`src/rtl/mips_fetch_queue.sv`:
```
// MIPS I prefetch queue: DEPTH-entry FIFO of {op, PC+4}, redirect flush; MIPS_FETCH_BYPASS_EN adds same-cycle forwarding.
// Latency: 1 cycle fetch-to-decode (0 with bypass). Backpressure: req drops when full or on redirect.
// req depends only on registered count, FV and reset, never on take.
module mips_fetch_queue #(
  parameter logic [31:0] START = 32'h0,
  parameter int          DEPTH = 4,
  parameter int          AW    = $clog2(DEPTH)
) (
  input  logic          clock,
  input  logic          reset,
  output logic [31:0]   PC,
  output logic          req,
  input  logic          ack,
  input  logic [31:0]   op,
  output logic          RV,
  output logic [31:0]   RO,
  output logic [31:0]   RN,
  input  logic          take,
  input  logic          FV,
  input  logic [31:0]   FA,
  output logic [AW:0]   count
);

  localparam logic [AW:0] FULL = (AW+1)'(DEPTH);

  logic [63:0]   mem [DEPTH];
  logic [AW-1:0] rd;
  logic [AW-1:0] wr;
  logic [63:0]   head;
  logic [31:0]   pc_nxt;
  logic          push;
  logic          pop;
  logic          wr_en;
  logic          fifo_vld;

  always_comb begin
    head     = mem[rd];
    pc_nxt   = PC + 32'd4;
    fifo_vld = (count != '0);
    req      = reset & ~FV & (count != FULL);
    push     = req & ack;
    pop      = fifo_vld & take & ~FV;
`ifdef MIPS_FETCH_BYPASS_EN
    // An empty queue forwards the returning op; if decode takes it, it never lands in storage.
    wr_en    = push & ~(~fifo_vld & take);
    RV       = ~FV & (fifo_vld | push);
    if (FV) begin
      RO = '0;
      RN = '0;
    end else if (fifo_vld) begin
      RO = head[63:32];
      RN = head[31:0];
    end else if (push) begin
      RO = op;
      RN = pc_nxt;
    end else begin
      RO = '0;
      RN = '0;
    end
`else
    wr_en    = push;
    RV       = fifo_vld;
    RO       = fifo_vld ? head[63:32] : '0;
    RN       = fifo_vld ? head[31:0]  : '0;
`endif
  end

  always_ff @(posedge clock or negedge reset) begin
    if (!reset) begin
      PC    <= START;
      rd    <= '0;
      wr    <= '0;
      count <= '0;
    end else if (FV) begin
      PC    <= FA;
      rd    <= '0;
      wr    <= '0;
      count <= '0;
    end else begin
      if (push)  PC <= pc_nxt;
      if (wr_en) wr <= wr + 1'b1;
      if (pop)   rd <= rd + 1'b1;
      count <= count + (AW+1)'(wr_en) - (AW+1)'(pop);
    end
  end

  // Storage is deliberately left unreset; pointers and count alone define validity.
  always_ff @(posedge clock) begin
    if (wr_en) mem[wr] <= {op, pc_nxt};
  end

endmodule
```
`config.mk`:
```
export PLATFORM = sky130hd
export DESIGN_NAME = mips_fetch_queue
export DESIGN_NICKNAME = d
export VERILOG_FILES = /design/src/rtl/mips_fetch_queue.sv
export SDC_FILE = /design/constraint.sdc
export NUM_CORES = 1
export LEC_CHECK = 0
export CORE_UTILIZATION = 35
export CTS_CLUSTER_DIAMETER = 60
export CTS_CLUSTER_SIZE = 28
export DETAILED_ROUTE_END_ITERATION = 7
export GPL_ROUTABILITY_DRIVEN = 1
export PLACE_DENSITY = 0.65
export SLEW_MARGIN = 20
export SYNTH_ARGS = -nofsm -noshare
export SYNTH_HDL_FRONTEND = slang
export SYNTH_SLANG_ARGS = --single-unit
```
`constraint.sdc`:
```
create_clock -name clock -period 4.6 [get_ports clock]
set_input_delay 0.46 -clock clock [delete_from_list [all_inputs] [get_ports clock]]
set_output_delay 0.46 -clock clock [all_outputs]
set_load 0.005 [all_outputs]
```
==> key figures <==
Outcome
  – Status: completed

Final layout
  – Commonest non-fill, non-tap cell in the layout: edfxtp_1
  – Share of layout cells above drive strength 1: 15.4%
  – Fillers: 3057
  – Area Overhead vs Synth: 24.5%
  – Most frequent cells in the layout: 256 x edfxtp_1, 167 x clkdlybuf4s50_1, 65 x and2_1, 64 x mux4_2, 37 x dfrtp_1
  – Nets: 960

CTS
  – CTS resizes: 0
  – Setup repair bufs after CTS: 0
  – Hold buffer count at cts: 0
  – Clk root buf: clkbuf_16
  – H-tree levels: 1
  – CTS sink cnt: 295
  – CTS Buf Count: 25
  – CTS Buffer Depth: 3
  – Insertion delay to the later sink of the worst-skew pair: 0.56 ns
  – CTS tree: built
  – CTS clk-pin slew, worst paths: 0.09 ns

Critical path
  – CP Data Required Time: 4.14 ns
  – Critical path peak fanout: 30
  – Crit start category: flop
  – Critical Path AT: 3.00 ns
  – Critical path class: reg -> out
  – Crit path capture type: output port

Global routing
  – Busiest layer in global routing: met2
  – First-pass GRT wire length: 44100 um
  – Number of global-route vias before repair: 7356
  – GR met1 Demand/Resource: 22.6%
  – Initial antenna violation count: 1
  – Met3 Use GR: 2.83%
  – Largest net degree at the start of global routing: 66
  – Met2 Use GR: 25.7%
  – Overflow after GRT: 0
  – Global-route usage over all layers: 15.9%

STA
  – Final hold vios: 0
  – Final worst path period need: 3.46 ns
  – Tcrit/Tclk final: 75.3%
  – Fmax: 0.289 GHz
  – Setup violations, final: 0
  – Setup Skew: 0.0243 ns
  – Setup_tns: 0 ns
  – Worst relative slew slack: 29.6%
  – Final slew viol count: 0
  – Worst slew pin tran: 1.06 ns
  – Final Worst Setup Slack: 1.14 ns
  – Unrepaired setup endpoints after global routing: no

Floorplanning
  – IO Pins: 170
  – Die X-Extent: 191 um
  – Die Footprint: 36400 um2
  – Chip height: 191 um
  – Rows: 68
  – Core area: 34800 um2
  – Initial Util: 35.8%

Synthesis
  – Post-Syn Area per Cell: 17.1 um2
  – Synth Flop Type: edfxtp_1
  – Post-synthesis instance total: 729
  – Ys async rst share: 13.2%
  – Seq/Total Area, Yosys: 69.5%
  – Synth warn: 0
  – Yosys reg bits: 295
  – Netlist Area Pre-Place: 12500 um2
  – Distinct cells, synth: 51
  – Syn_nets: 806
  – EDFF count, synth: 256

Detailed routing
  – DRT iter0 DRCs: 501
  – Total number of vias: 7095
  – Post-DRT Antenna Nets: 0
  – Wire per inst: 20.8 um
  – Total wire length: 28300 um
  – Vias per std cell: 5.22
  – 1st-pass router iterations: 5
  – DRC errors left: 0

Power
  – Total power draw: 0.00737 W
  – Peak supply drop: 0.248 mV
  – Lkg Pwr: 5.02 nW
  – PwrDens: 475 nW/um2

Place
  – Dpl ws: 1.52 ns
  – Port Buffers: 169
  – Placer Congestion: 0.777
  – Post-DP HPWL: 17200 um

Min path
  – Hold WC Path Type: in -> async

Flow run
  – # Max-Cap Violations: 0
==> flip-flops by register name, summed over array words and instances, names as in the netlist <==
name,count
PC,32
wr,2
mem,256
count,3
rd,2
==> routing by layer <==
metal,vias to the layer above,wire [um]
met4,0,358
li1,3214,-
met1,3594,12800
met2,254,13400
met5,-,0
met3,33,1790
==> where the power goes <==
part / switching (W) / internal [W] / total [W]
registers: 0.000211 / 0.00305 / 0.00327
clock network: 0.00115 / 0.00115 / 0.00230
logic: 0.000709 / 0.00109 / 0.00180
total: 0.00208 / 0.00529 / 0.00737
==> worst max-delay path: stages (launching register included) <==
cell and delay, ns:
dfrtp_4 0.85, buf_4 0.43, mux4_2 0.55, and2_1 0.18
clkdlybuf4s50_1 0.44
==> final cells by class <==
type,instances,area [um2],share of cell area (%)
Sequential cell,295,8670,55.9
Multi-Input combinational cell,365,3530,22.8
Timing Repair Buffer,181,1770,11.4
Clock buffer,27,654,4.22
Tap cell,455,569,3.67
Clock inverter,19,258,1.66
Inverter,15,56.3,0.363
Antenna cell,1,2.50,0.0161
==> stage by stage <==
step                util (%)  hold slack, ns  instance area, um2  cells
floorplan                  -           0.164               12500    729
global placement        42.0           0.535               14600   1311
detailed placement      42.0           0.553               14600   1311
CTS                     44.6          0.0252               15500   1357
global route            44.6          0.0618               15500   1357
finish                  44.6          0.0243               15500   1358
==> Yosys cell counts, drive strengths merged, types with 2 or more instances <==
cell type  instances  area, um2
edfxtp           256       7690
and2              69        432
mux4              64       1440
dfrtp             39        976
clkbuf            34        129
nand3             29        150
buf               20        103
nand2             20       75.1
xnor2             18        158
inv               15       56.3
nor2              15       56.3
nor4              15        100
xor2              14        123
a22oi             13       97.6
nand4             12       90.1
o21ai             10       50.1
o311ai            10       87.6
a221o              9       90.1
or4                9       71.3
o211ai             8       60.1
ha                 7       87.6
and4               5       43.8
nor3               5       30.0
or3                5       31.3
a21o               3       22.5
nand2b             3       18.8
a311o              2       20.0
and3               2       12.5
mux2               2       22.5
nor2b              2       12.5
nor3b              2       15.0
o31ai              2       15.0
==> worst paths after layout <==
check | from | endpoint | slack (ns) | cells after the start
max | rd[0] | RN[0] | 1.14 | 4
min | reset | PC[26] | 0.02 | 2
max reg2reg | PC[2] | mem[0][18] | 1.74 | 5
min reg2reg | PC[1] | mem[0][1] | 0.55 | 0
max in group asynchronous | reset | rd[0] | 4.09 | 2
min in group clock | FA[13] | PC[13] | 0.50 | 3
==> kinds of logic after synthesis <==
group,Yosys count,share of synthesized area (%)
compound gates,62,3.88
xor+xnor,32,2.25
fa+ha+maj,8,0.864
buf+inv,69,2.31
flops,295,69.5
mux,67,11.8
simple gates,196,9.34
Power figures use the tool's default switching activity.
